File: config.mk
export PLATFORM = sky130hd
export DESIGN_NAME = sipo_rx_ctrl
export DESIGN_NICKNAME = d
export VERILOG_FILES = /design/src/rtl/sipo_rx_ctrl.sv
export SDC_FILE = /design/constraint.sdc
export NUM_CORES = 1
export LEC_CHECK = 0
export ABC_AREA = 1
export BUFFER_PORTS_ARGS = -buffer_cell sky130_fd_sc_hd__buf_2
export CORE_MARGIN = 4
export CORE_UTILIZATION = 45
export CTS_CLUSTER_SIZE = 30
export DETAILED_ROUTE_END_ITERATION = 6
export HOLD_SLACK_MARGIN = 0.05
export PLACE_DENSITY = 0.65
export SYNTH_ARGS = -nofsm -noshare
export SYNTH_HDL_FRONTEND = slang
export SYNTH_SLANG_ARGS = --single-unit
export TNS_END_PERCENT = 1
File: constraint.sdc
create_clock -name clk -period 2.7 [get_ports clk]
set_clock_uncertainty 0.1 [all_clocks]
set_input_delay 0.54 -clock clk [delete_from_list [all_inputs] [get_ports clk]]
set_output_delay 0.54 -clock clk [all_outputs]
set_load 0.01 [all_outputs]
File: src/rtl/sipo_rx_ctrl.sv
// sipo_rx_ctrl
//   Framed serial-in/parallel-out receiver controller. A start strobe begins a
//   WIDTH-bit capture (first bit lands in p_out[0]). The completed word is held
//   on p_out under a valid/ready handshake. A start that arrives while a word
//   is still pending is dropped and recorded in the sticky overrun flag.
//
//   Optional feature macro: SIPO_RX_CTRL_PARITY_EN
//     defined   - each frame carries one trailing even-parity bit; parity_err
//                 is registered alongside p_out.
//     undefined - no parity state; parity_err is tied to 0.
//
// Ports
//   clk        in   rising-edge clock
//   rst        in   asynchronous active-high reset
//   s_in       in   serial data, sampled on rising clk
//   start      in   frame strobe, concurrent with the first data bit
//   out_ready  in   consumer accepts p_out while out_valid is high
//   p_out      out  completed word (WIDTH bits)
//   out_valid  out  p_out holds an unconsumed word
//   busy       out  frame capture in progress
//   overrun    out  sticky: a start was dropped while a word was pending
//   parity_err out  parity result for the word on p_out
module sipo_rx_ctrl #(
    parameter int unsigned WIDTH = 4
) (
    input  logic             clk,
    input  logic             rst,
    input  logic             s_in,
    input  logic             start,
    input  logic             out_ready,
    output logic [WIDTH-1:0] p_out,
    output logic             out_valid,
    output logic             busy,
    output logic             overrun,
    output logic             parity_err
);

    localparam int unsigned CW = $clog2(WIDTH + 1);
    localparam logic [CW-1:0] LAST_BIT = CW'(WIDTH - 1);

    typedef enum logic [1:0] {
        IDLE   = 2'd0,
        SHIFT  = 2'd1,
`ifdef SIPO_RX_CTRL_PARITY_EN
        PARITY = 2'd2,
`endif
        HOLD   = 2'd3
    } state_t;

    state_t           state_q, state_d;
    logic [WIDTH-1:0] sr_q, sr_d;
    logic [CW-1:0]    cnt_q, cnt_d;
    logic [WIDTH-1:0] p_out_q, p_out_d;
    logic             valid_q, valid_d;
    logic             busy_q, busy_d;
    logic             overrun_q, overrun_d;
    logic [WIDTH-1:0] sr_shift;

    // New bit enters at the MSB; written as a shifted concatenation so that
    // the outgoing LSB is part of the expression rather than silently dropped.
    assign sr_shift = WIDTH'({s_in, sr_q} >> 1);

`ifdef SIPO_RX_CTRL_PARITY_EN
    logic par_q, par_d;
`endif

    always_ff @(posedge clk or posedge rst) begin
        if (rst) begin
            state_q   <= IDLE;
            sr_q      <= '0;
            cnt_q     <= '0;
            p_out_q   <= '0;
            valid_q   <= 1'b0;
            busy_q    <= 1'b0;
            overrun_q <= 1'b0;
`ifdef SIPO_RX_CTRL_PARITY_EN
            par_q     <= 1'b0;
`endif
        end else begin
            state_q   <= state_d;
            sr_q      <= sr_d;
            cnt_q     <= cnt_d;
            p_out_q   <= p_out_d;
            valid_q   <= valid_d;
            busy_q    <= busy_d;
            overrun_q <= overrun_d;
`ifdef SIPO_RX_CTRL_PARITY_EN
            par_q     <= par_d;
`endif
        end
    end

    always_comb begin
        state_d   = state_q;
        sr_d      = sr_q;
        cnt_d     = cnt_q;
        p_out_d   = p_out_q;
        valid_d   = valid_q;
        overrun_d = overrun_q;
`ifdef SIPO_RX_CTRL_PARITY_EN
        par_d     = par_q;
`endif

        case (state_q)
            IDLE: begin
                if (start) begin
                    sr_d    = sr_shift;
                    cnt_d   = CW'(1);
                    state_d = SHIFT;
                end
            end

            SHIFT: begin
                // start is deliberately ignored here
                sr_d  = sr_shift;
                cnt_d = cnt_q + CW'(1);
                if (cnt_q == LAST_BIT) begin
`ifdef SIPO_RX_CTRL_PARITY_EN
                    state_d = PARITY;
`else
                    p_out_d = sr_shift;
                    valid_d = 1'b1;
                    state_d = HOLD;
`endif
                end
            end

`ifdef SIPO_RX_CTRL_PARITY_EN
            PARITY: begin
                // sr already holds the full data word; s_in is the parity bit
                p_out_d = sr_q;
                par_d   = ^{sr_q, s_in};
                valid_d = 1'b1;
                state_d = HOLD;
            end
`endif

            HOLD: begin
                if (out_ready) begin
                    valid_d = 1'b0;
                    if (start) begin
                        // consume and begin the next frame on the same edge
                        sr_d    = sr_shift;
                        cnt_d   = CW'(1);
                        state_d = SHIFT;
                    end else begin
                        state_d = IDLE;
                    end
                end else if (start) begin
                    overrun_d = 1'b1;
                end
            end

            default: state_d = IDLE;
        endcase

`ifdef SIPO_RX_CTRL_PARITY_EN
        busy_d = (state_d == SHIFT) || (state_d == PARITY);
`else
        busy_d = (state_d == SHIFT);
`endif
    end

    assign p_out     = p_out_q;
    assign out_valid = valid_q;
    assign busy      = busy_q;
    assign overrun   = overrun_q;
`ifdef SIPO_RX_CTRL_PARITY_EN
    assign parity_err = par_q;
`else
    assign parity_err = 1'b0;
`endif

endmodule

* After elaboration in Yosys (flattened, before gate mapping)
Cells that the tools add are included.
Storage, ports and cells: input port bits 5, flip-flop bits (word level) 16, output and inout port bits 8, word-level logic and storage cells 36
Operators by class: $add $sub $neg 1, bitwise operators 1, equality and inequality tests 6, reductions and logical operators 7, mux-type cells 14
Operators by type and width (number):
- $pmux W4 S3 | 1
- $pmux W3 S3 | 1
- $mux W4 | 2
- $mux W2 | 3
- $mux W3 | 2
- $pmux W2 S3 | 1
- $reduce_and A3 Y1 | 2
- $eq A2 B1 Y1 const B | 2
- $ne A2 B2 Y1 const B | 2
- $reduce_and A2 Y1 | 2
- $add A3 B1 Y3 const B | 1
- $eq A3 B2 Y1 const B | 1
- $mux W1 | 3
- $reduce_bool A3 Y1 | 1
- $eq A2 B2 Y1 const B | 1
- $logic_not A2 Y1 | 1
- $pmux W1 S2 | 1
- $reduce_bool A2 Y1 | 1
- $not A1 Y1 | 1

* Depth between registers and ports, before layout
depth in word-level cells 4, depth in mapped cells 6, depth with buffers taken out 6

* Least setup slack after synthesis
No wires, ideal clock.
path type register -> register, from register cnt_q[0], to register cnt_q[2], buffers on the path 0, arrival 1.082 ns, data required time 2.535 ns, cell stages (with the launch flop) 5, path slack 1.453 ns, setup time 0.065 ns, period minus slack after synthesis 1.247 ns, cell sequence dfrtp_1 -> ha_1 -> ha_1 -> or2_1 -> nand2_1
On the way: cells in the longest elaborated chain, start to end 2
Ends and longest elaborated chain:
- start, declared | line 52 | logic [CW-1:0] cnt_q, cnt_d;
- start signal, assigned | line 82 | cnt_q <= cnt_d;
- $add A3 B1 Y3 | line 116 | cnt_d = cnt_q + CW'(1);
- $pmux W3 S3 | line 104 | case (state_q)
Every way passes these cells. A chain may end at the register's enable or synchronous reset.

* Worst setup path after layout
from register p_out_q[2] (netlist: p_out[2]), to output p_out[2]
RTL lines:
- start, declared | line 53 | logic [WIDTH-1:0] p_out_q, p_out_d;
- start signal, assigned | line 83 | p_out_q <= p_out_d;
- end, declared | line 31 | output logic [WIDTH-1:0] p_out,
No word-level cell between the ends.

==> impl_metrics.toml <==
[timing]
drv_slew = 0
setup_slack_ns = 1.243
period_needed_ns = 1.457
rsz0062_at_grt = "no"
fmax_mhz = 686.5
fin_tns_setup_ns = 0
setup_viol = 0
period_share = 0.5395
worst_pin_slew_ns = 0.5607
slew_headroom = 0.6258
finalHoldViolations = 0

[synth]
synth_area_um2 = 681.9
netlist.area_leader.share = 0.5505
yosys.area.top_type = "dfrtp_1"
syn_area_per_cell_um2 = 9.341
syn_inst = 73
synth_cell_types = 15
synth_seq_area_share = 0.5505
ys_warn_count = 0
syn-num-nets = 80
synthTopCellsByArea = "dfrtp_1 (55%), nand2_1 (16%), nand3_1 (7.3%), nand2_4 (5.0%), ha_1 (3.7%)"
ys_ff_latch = 15

[detailed_routing]
dr.pass1.iters = 4
drt-vias-per-instance = 4.863
ant_nets = 0
drt-wirelength-per-cell_um = 11.63
vias = 496
drt_drc_violations_left = 0
drt_wl_total_um = 1186
first_iter_violations = 13

[worst_setup_path]
r2r_slack_ns = 1.38
reg2reg_from = "cnt_q[0]"
crit_path_end = "p_out[2]"
cpPeakStageDelay_ns = 0.39
crit_buf_inv = 1
path_delay_family = "flip-flops"
rr_endpoint = "cnt_q[2]"
cp_cell_sequence = "buf_2"
crit_required_ns = 2.06
crit_start = "p_out[2]"
cp_data_arrival_time_ns = 0.82
critPathSlowestCell = "dfrtp_1"
worstSetupPathType = "register to primary output"
worstRegToRegCells = 4
endpoint_kind = "primary output"
crit_path_max_fanout = 2
start_kind = "register"
cp_num_cells = 1

[cells_and_area]
nFillCells = 129
finalNetCount = 95
mostFrequentLayoutCell = "nand2_1"
syn2layout_area_growth_pct = 13.58
n_antenna_cell = 0
final_cell_mix = "nand2_1 (29), dfrtp_1 (15), buf_2 (11)"
drive_gt1_frac = 0.2644
fin_area_um2 = 774.5

[clocking]
cts_root_buf = "clkbuf_4"
cts_htree_levels = 1
holdBufCountCts = 0
cts_inserted_buffers = 3
post_cts_buffers = 0
cts_tree = "built"
clkLatencyLatePin_ns = 0.29
cts_buffer_depth = 2
cts_sinks = 15
clkTransAtPathRegs_ns = 0.09
cts_resized = 0

[place]
dp_slack_ns = 1.380
gp_congestion = 0.7813
place_area_um2 = 748.2
numPortBuffers = 11
dp_hpwl_um = 878.1

[outcome]
status = "finished, final reports clean"

[global_routing]
antenna_found_initial = 0
grt_max_degree = 16
overflow = 0
first_global_vias = 478
grt_util_all_layers = 0.1431
grt_pass1_wl_um = 2125

[floorplanning]
die_y_um = 46.93
pin_count = 13
die_w_um = 46.93
coreArea_um2 = 1366
rows = 13
initial_core_util = 0.4991
die_area_um2 = 2202

[run]
cap_viol_max_count = 0

[worst_hold_path]
hold_path_class = "input port to async pin"

[power_and_ir_drop]
powerDensity_nw_per_um2 = 1200
p_leak_uw = 0.0004348
ir_drop_uv = 604.2
[state kept, by name (all words and copies together), names as in the netlist]
name and flops:
sr_q 3, state_q 2, overrun 1, out_valid 1
busy 1, cnt_q 3, p_out 4
[stage by stage]
stage | hold slack, ns | power [µW] | instances | utilization
after global placement | 0.3536 | 800.4 | 98 | 0.5476
after global routing | 0.2187 | 1033 | 102 | 0.5669
final | 0.1874 | 929.2 | 102 | 0.5669
after detailed placement | 0.3562 | 814.1 | 98 | 0.5476
after CTS | 0.2061 | 943.4 | 102 | 0.5669
after floorplan | 0.3415 | 697.6 | 73 | -
[per-layer routing]
| metal | up-vias | global-route usage | part of all wire |
|---|---|---|---|
| met5 | - | 0 | 0 |
| met4 | 0 | 0.08287 | 0.023 |
| met3 | 5 | 0.04598 | 0.067 |
| met2 | 15 | 0.2005 | 0.42 |
| met1 | 218 | 0.1924 | 0.49 |
| li1 | 258 | - | - |
[cells in the mapped netlist]
cell / n
nand2_1: 29
nand2_2: 1
nor2_4: 1
nand3_1: 10
conb_1: 1
inv_2: 2
dfrtp_1: 15
o21bai_1: 1
a21oi_2: 1
inv_1: 4
ha_1: 2
a21o_4: 1
or2_1: 1
nand2_4: 3
buf_4: 1
[power by group]
part           switching (µW)  internal [µW]
Clock                    71.2           57.4
Sequential               70.2            331
Combinational             235            165
[cell families (layout without fill, tap and decap cells)]
logic type / after synthesis / count (layout) / share of synthesized area
AND/OR/NAND/NOR: 45 / 45 / 0.3174
adder cells (fa/ha/maj): 2 / 2 / 0.03669
AO/OA/AOI/OAI: 3 / 3 / 0.04587
flip-flops: 15 / 15 / 0.5505
other: 1 / 1 / 0.005499
buffers and inverters: 7 / 21 / 0.04404
[area by class of cell]
| cell class | instances | area [µm²] | area share |
|---|---|---|---|
| flip-flops and latches | 15 | 375.4 | 0.4847 |
| multi-input cells | 51 | 276.5 | 0.3570 |
| repair buffers | 11 | 55.05 | 0.07108 |
| clock buffers | 4 | 26.28 | 0.03393 |
| inverters | 6 | 22.52 | 0.02908 |
| well taps | 15 | 18.77 | 0.02423 |
[how the worst min path moves through the flow]
stage                        start         end  cells after the start
after global routing           rst  state_q[1]                      2
after floorplan                rst        busy                      1
after detailed placement  p_out[3]    p_out[3]                      2
final                          rst    p_out[3]                      2
after CTS                      rst   out_valid                      2
after global placement     overrun     overrun                      1
(Power assumes the default switching activity.)
